$ cat src/rtl/pc_fetch_ctrl.sv
// pc_fetch_ctrl: instruction-fetch sequencer.
// Owns the program counter, issues instruction-memory requests, applies
// execute-stage redirects and honours decode back-pressure. A redirect that
// lands while a request is waiting for its acknowledge is parked in
// pending_pc until the memory completes the request. This keeps the request
// port stable.
//
// Optional feature: define PC_MISALIGN_TRAP_EN to reject redirect targets
// with non-zero bits [1:0]. A rejected redirect pulses Misalign_Fault and
// parks the sequencer in FAULT until an aligned redirect arrives. In the
// default build the low target bits are forced to zero, and Misalign_Fault
// stays low.
module pc_fetch_ctrl #(
  parameter int unsigned       DWIDTH       = 32,
  parameter logic [DWIDTH-1:0] RESET_VECTOR = '0
) (
  input  logic              Clk_Core,
  input  logic              Rst_Core_N,
  input  logic              Redirect_Valid,
  input  logic [DWIDTH-1:0] Redirect_Addr,
  input  logic              Stall,
  output logic              Imem_Req,
  output logic [DWIDTH-1:0] Imem_Addr,
  input  logic              Imem_Ack,
  input  logic [DWIDTH-1:0] Imem_Rdata,
  output logic              Instr_Valid,
  output logic [DWIDTH-1:0] Instr_Data,
  output logic [DWIDTH-1:0] Instr_PC,
  output logic [DWIDTH-1:0] Instr_PC_Off,
  output logic              Misalign_Fault
);

  localparam logic [1:0] S_IDLE  = 2'd0;
  localparam logic [1:0] S_FETCH = 2'd1;
  localparam logic [1:0] S_DRAIN = 2'd2;
  localparam logic [1:0] S_FAULT = 2'd3;

  localparam logic [DWIDTH-1:0] PC_STEP = DWIDTH'(4);

  logic [1:0]        state_q, state_d;
  logic [DWIDTH-1:0] pc_q, pc_d;
  logic [DWIDTH-1:0] pending_pc_q, pending_pc_d;
  logic              pending_bad_q, pending_bad_d;
  logic              valid_q, valid_d;
  logic [DWIDTH-1:0] data_q, data_d;
  logic [DWIDTH-1:0] ipc_q, ipc_d;
  logic [DWIDTH-1:0] ipc_off_q, ipc_off_d;
  logic              fault_q, fault_d;

  logic              imem_req;
  logic              handshake;
  logic [DWIDTH-1:0] pc_plus4;
  logic [DWIDTH-1:0] redir_addr;
  logic              redir_bad;

`ifdef PC_MISALIGN_TRAP_EN
  assign redir_addr = Redirect_Addr;
  assign redir_bad  = Redirect_Valid && (Redirect_Addr[1:0] != 2'b00);
`else
  // Targets are word aligned by construction; the low bits are ignored.
  logic unused_redir_lsb;
  assign unused_redir_lsb = ^Redirect_Addr[1:0];
  assign redir_addr       = {Redirect_Addr[DWIDTH-1:2], 2'b00};
  assign redir_bad        = 1'b0;
`endif

  // Sequential address wraps modulo 2^DWIDTH with no flag.
  assign pc_plus4  = pc_q + PC_STEP;
  assign handshake = imem_req && Imem_Ack;

  // Request generation: FETCH asks whenever decode can take a new word,
  // DRAIN holds the outstanding request until it is acknowledged.
  always_comb begin
    imem_req = 1'b0;
    case (state_q)
      S_FETCH: imem_req = !valid_q || !Stall;
      S_DRAIN: imem_req = 1'b1;
      default: imem_req = 1'b0;
    endcase
  end

  // Next-state logic: sequencing, redirects and output-register updates.
  always_comb begin
    state_d       = state_q;
    pc_d          = pc_q;
    pending_pc_d  = pending_pc_q;
    pending_bad_d = pending_bad_q;
    valid_d       = valid_q;
    data_d        = data_q;
    ipc_d         = ipc_q;
    ipc_off_d     = ipc_off_q;
    fault_d       = redir_bad;

    case (state_q)
      S_DRAIN: begin
        valid_d = 1'b0;
        // Newest redirect wins, including one arriving with the acknowledge.
        if (Redirect_Valid) begin
          pending_pc_d  = redir_addr;
          pending_bad_d = redir_bad;
        end
        if (Imem_Ack) begin
          pending_bad_d = 1'b0;
          if (Redirect_Valid ? redir_bad : pending_bad_q) begin
            state_d = S_FAULT;
          end else begin
            pc_d    = Redirect_Valid ? redir_addr : pending_pc_q;
            state_d = S_FETCH;
          end
        end
      end
      S_FAULT: begin
        if (Redirect_Valid && !redir_bad) begin
          pc_d    = redir_addr;
          state_d = S_FETCH;
        end
      end
      default: begin
        // IDLE falls through to FETCH after one cycle; it never requests.
        state_d = S_FETCH;
        if (Redirect_Valid) begin
          valid_d = 1'b0;
          if (imem_req && !Imem_Ack) begin
            pending_pc_d  = redir_addr;
            pending_bad_d = redir_bad;
            state_d       = S_DRAIN;
          end else if (redir_bad) begin
            state_d = S_FAULT;
          end else begin
            pc_d = redir_addr;
          end
        end else if (handshake) begin
          valid_d   = 1'b1;
          data_d    = Imem_Rdata;
          ipc_d     = pc_q;
          ipc_off_d = pc_plus4;
          pc_d      = pc_plus4;
        end else if (valid_q && !Stall) begin
          valid_d = 1'b0;
        end
      end
    endcase
  end

  // State registers; reset abandons any outstanding request.
  always_ff @(posedge Clk_Core or negedge Rst_Core_N) begin
    if (!Rst_Core_N) begin
      state_q       <= S_IDLE;
      pc_q          <= RESET_VECTOR;
      pending_pc_q  <= RESET_VECTOR;
      pending_bad_q <= 1'b0;
      valid_q       <= 1'b0;
      data_q        <= '0;
      ipc_q         <= '0;
      ipc_off_q     <= '0;
      fault_q       <= 1'b0;
    end else begin
      state_q       <= state_d;
      pc_q          <= pc_d;
      pending_pc_q  <= pending_pc_d;
      pending_bad_q <= pending_bad_d;
      valid_q       <= valid_d;
      data_q        <= data_d;
      ipc_q         <= ipc_d;
      ipc_off_q     <= ipc_off_d;
      fault_q       <= fault_d;
    end
  end

  // pc is not advanced while a request is outstanding, so it is the address.
  assign Imem_Req       = imem_req;
  assign Imem_Addr      = pc_q;
  assign Instr_Valid    = valid_q;
  assign Instr_Data     = data_q;
  assign Instr_PC       = ipc_q;
  assign Instr_PC_Off   = ipc_off_q;
  assign Misalign_Fault = fault_q;

endmodule

$ cat config.mk
export PLATFORM = sky130hd
export DESIGN_NAME = pc_fetch_ctrl
export DESIGN_NICKNAME = d
export VERILOG_FILES = /design/src/rtl/pc_fetch_ctrl.sv
export SDC_FILE = /design/constraint.sdc
export NUM_CORES = 1
export LEC_CHECK = 0
export CAP_MARGIN = 20
export CORE_UTILIZATION = 50
export CTS_CLUSTER_DIAMETER = 200
export DETAILED_ROUTE_END_ITERATION = 6
export PLACE_DENSITY = 0.81
export SETUP_SLACK_MARGIN = 0.1
export SKIP_LAST_GASP = 1
export SLEW_MARGIN = 20
export SYNTH_ARGS = -nofsm -noshare
export SYNTH_HDL_FRONTEND = slang
export SYNTH_SLANG_ARGS = --single-unit
export TNS_END_PERCENT = 50
$ cat constraint.sdc
create_clock -name Clk_Core -period 3.1 [get_ports Clk_Core]
set_clock_uncertainty 0.05 [all_clocks]
set_input_delay 0.775 -clock Clk_Core [delete_from_list [all_inputs] [get_ports Clk_Core]]
set_output_delay 0.775 -clock Clk_Core [all_outputs]
set_load 0.01 [all_outputs]
==> impl_metrics.ini <==
[critical_path]
slowest_delay_ns = 0.49
required_ns = 2.27
critPathArrivalTime_ns = 2.10
path_max_fanout = 3
slowest_stage = clkdlybuf4s50_1
worst_setup_path_start_kind = input port
cp-end-kind = primary output
critPathKind = in -> out
crit_chain = clkdlybuf4s50_1, a21boi_2, o21ai_1, inv_1, clkdlybuf4s50_1
cp_common_cell = clkdlybuf4s50_1

[sta]
worst_slack_ns = 0.1747
period_needed_ns = 2.925
tightest_slew_ns = 0.7169
finalSetupViolCount = 0
setup_tns_ns = 0
finalCritPeriodShare = 0.9436
slew_viol_final = 0
finalHoldViolCount = 0
relSlewSlack = 0.5221
rsz0062_at_grt = no
maxClockFrequency_ghz = 0.3418

[power_and_ir_drop]
power_w = 0.01115
switching_share = 0.3476
combinationalPowerShare = 0.460
p_leak_nw = 4.590
p_sw_w = 0.003875
power_density_nw_per_um2 = 1053
cellInternalPower_w = 0.007273
p_seq_frac = 0.363
pwr-share-clk = 0.177
peakVddDrop_mv = 0.5612

[route]
routed_wl_mm = 20.53
route.detailed.drc = 0
drtIter0Drc = 600
wire_per_inst_um = 18.85
first_pass_iters = 5
ant_nets = 0
vias_per_cell = 5.732
vias = 6242

[min_path]
min_path_type = in -> async

[grt]
grt_max_degree = 83
grt_pass1_vias = 6055
grt_pass1_wl_mm = 32.29
grt_usage = 0.2562
grt-ovfl-total = 0
antenna_found_initial = 0

[layout]
antenna_cells = 0
nets = 940
drive_above_1_share = 0.1822
area_growth_pct = 33.41
seqCellArea_um2 = 4056
final_common_cell = clkdlybuf4s50_1
fill_cells = 1104
multi_input_area_um2 = 3521
fin_area_um2 = 10580
mostFrequentLayoutCells = clkdlybuf4s50_1 (195), dfrtp_1 (160), nand2_1 (67)

[placed_design]
place_congestion = 0.8591
dp_hpwl_mm = 14.46
portBuffers = 196
pre_cts_slack_ns = 0.06472
placed_cell_area_um2 = 10020

[synth]
yosysSeqAreaShare = 0.5110
synth-edff-count = 0
async_flop_share = 1.000
syn_inst = 685
ys.flop_type = dfrtp_1
ys_ff_latch = 162
ys_types = 67
syn_nets = 759
ys_warn_count = 0
syn_area_per_cell_um2 = 11.58
syn_area_um2 = 7933

[clocking]
clkLatencyLatePin_ns = 0.42
clk_path_buf_depth = 2
postCtsSetupRepairBufs = 0
cts_root_buf = clkbuf_16
tritoncts = built
cts_buffers = 17
cts-htree-levels = 4
path_clk_slew_ns = 0.06
clock_sinks = 162

[die]
num_rows = 45
initial_core_util = 0.5180
die_area_um2 = 16370
dieWidth_um = 128.0
die_y_um = 128.0
core_area_um2 = 15310
pin_count = 200

[run]
cap_violations = 0

[run_status]
outcome = completed
## routing by layer
layer / GRT usage / up-vias / wire length (µm)
li1: - / 2832 / -
met1: 0.3367 / 3085 / 8764
met2: 0.4143 / 284 / 9860
met3: 0.05092 / 41 / 1324
met4: 0.1100 / 0 / 583
met5: 0 / - / 0
## synthesized netlist by cell type, types with 2 or more instances
library cell / instances / share of area
dfrtp_1: 162 / 0.51
nand2_1: 67 / 0.032
mux2_4: 60 / 0.11
o21ai_0: 47 / 0.030
a21oi_1: 37 / 0.023
mux2_2: 30 / 0.043
buf_2: 28 / 0.018
nor2_1: 22 / 0.010
o21ai_1: 18 / 0.011
xnor2_1: 16 / 0.018
and3_1: 12 / 0.0095
xor2_1: 12 / 0.013
inv_1: 11 / 0.0052
nand3_1: 11 / 0.0069
o2bb2ai_1: 10 / 0.011
a2bb2oi_1: 9 / 0.0099
buf_6: 9 / 0.013
clkbuf_1: 9 / 0.0043
a31oi_1: 7 / 0.0055
nand4_1: 7 / 0.0055
a21o_1: 6 / 0.0057
a222oi_1: 6 / 0.0076
a22o_1: 6 / 0.0066
o21a_1: 6 / 0.0057
o22a_1: 6 / 0.0066
buf_4: 5 / 0.0047
ha_1: 5 / 0.0079
nor2b_1: 5 / 0.0039
a221oi_1: 4 / 0.0044
a22oi_1: 4 / 0.0038
and4_1: 4 / 0.0044
nor3_1: 3 / 0.0019
and2_2: 2 / 0.0019
mux2i_1: 2 / 0.0025
nor4_1: 2 / 0.0016
o22ai_1: 2 / 0.0016
o31a_1: 2 / 0.0022
or2_2: 2 / 0.0016
## state kept, by name, indices dropped and copies added (netlist names)
signal / cells
Imem_Addr: 32
Instr_Data: 32
state_q: 2
Instr_PC_Off: 30
Instr_PC: 32
Instr_Valid: 1
pending_bad_q: 1
pending_pc_q: 32
## worst paths after layout
check / startpoint / end / slack (ns) / depth (start not counted)
min in group Clk_Core: Instr_PC_Off[14]$_DFFE_PN0P_ / Instr_PC_Off[14]$_DFFE_PN0P_ / 0.43 / 2
max in group asynchronous: Rst_Core_N / state_q[0]$_DFFE_PN0P_ / 1.99 / 2
min: Rst_Core_N / Imem_Addr[2]$_DFFE_PN0P_ / 0.26 / 1
min reg2reg: Instr_PC_Off[14]$_DFFE_PN0P_ / Instr_PC_Off[14]$_DFFE_PN0P_ / 0.43 / 2
max: Stall / Imem_Req / 0.17 / 5
max reg2reg: state_q[0]$_DFFE_PN0P_ / Imem_Addr[22]$_DFFE_PN0P_ / 0.36 / 8
## power by group through the flow
| stage | clock [W] | combinational (W) | sequential [W] |
|---|---|---|---|
| after floorplan | 0 | 0.00262 | 0.00413 |
| after global placement | 0 | 0.00497 | 0.00397 |
| after detailed placement | 0 | 0.00509 | 0.00406 |
| after CTS | 0.00200 | 0.00514 | 0.00403 |
| after global routing | 0.00209 | 0.00548 | 0.00418 |
| final | 0.00198 | 0.00512 | 0.00405 |
## area by class of cell
| class | instances | area share |
|---|---|---|
| Clock inverter | 9 | 0.007803 |
| Tap cell | 211 | 0.02495 |
| Multi-Input combinational cell | 459 | 0.3327 |
| Timing Repair Buffer | 215 | 0.2025 |
| Inverter | 11 | 0.003902 |
| Clock buffer | 22 | 0.04481 |
| Sequential cell | 162 | 0.3833 |
## critical path: cells and delay by family
kind / cells / cell delay (ns)
buffers and inverters: 3 / 1.04
AOI/OAI and AO/OA: 2 / 0.29
## kinds of logic after synthesis
| group | count (synthesis) | share of synthesized area |
|---|---|---|
| AO/OA/AOI/OAI | 183 | 0.1513 |
| flip-flops | 162 | 0.5110 |
| AND/OR/NAND/NOR | 150 | 0.09401 |
| multiplexers | 92 | 0.1587 |
| buffers and inverters | 64 | 0.04574 |
| XOR/XNOR | 28 | 0.03091 |
| adder cells (fa/ha/maj) | 5 | 0.007886 |
| other | 1 | 0.0004727 |
## metrics by stage
step / hold slack, ns / util / std cells
final: 0.2557 / 0.6910 / 1089
after global routing: 0.2879 / 0.6910 / 1089
after CTS: 0.2653 / 0.6909 / 1089
after detailed placement: 0.4253 / 0.6545 / 1058
after global placement: 0.4165 / 0.6545 / 1058
after floorplan: 0.4142 / - / 685
## what timing repair did
action,in CTS,in global routing
gates resized for setup,1,2
setup endpoints to repair,1,1
hold buffers,0,0
No activity file was read; power rests on OpenSTA's default activity.
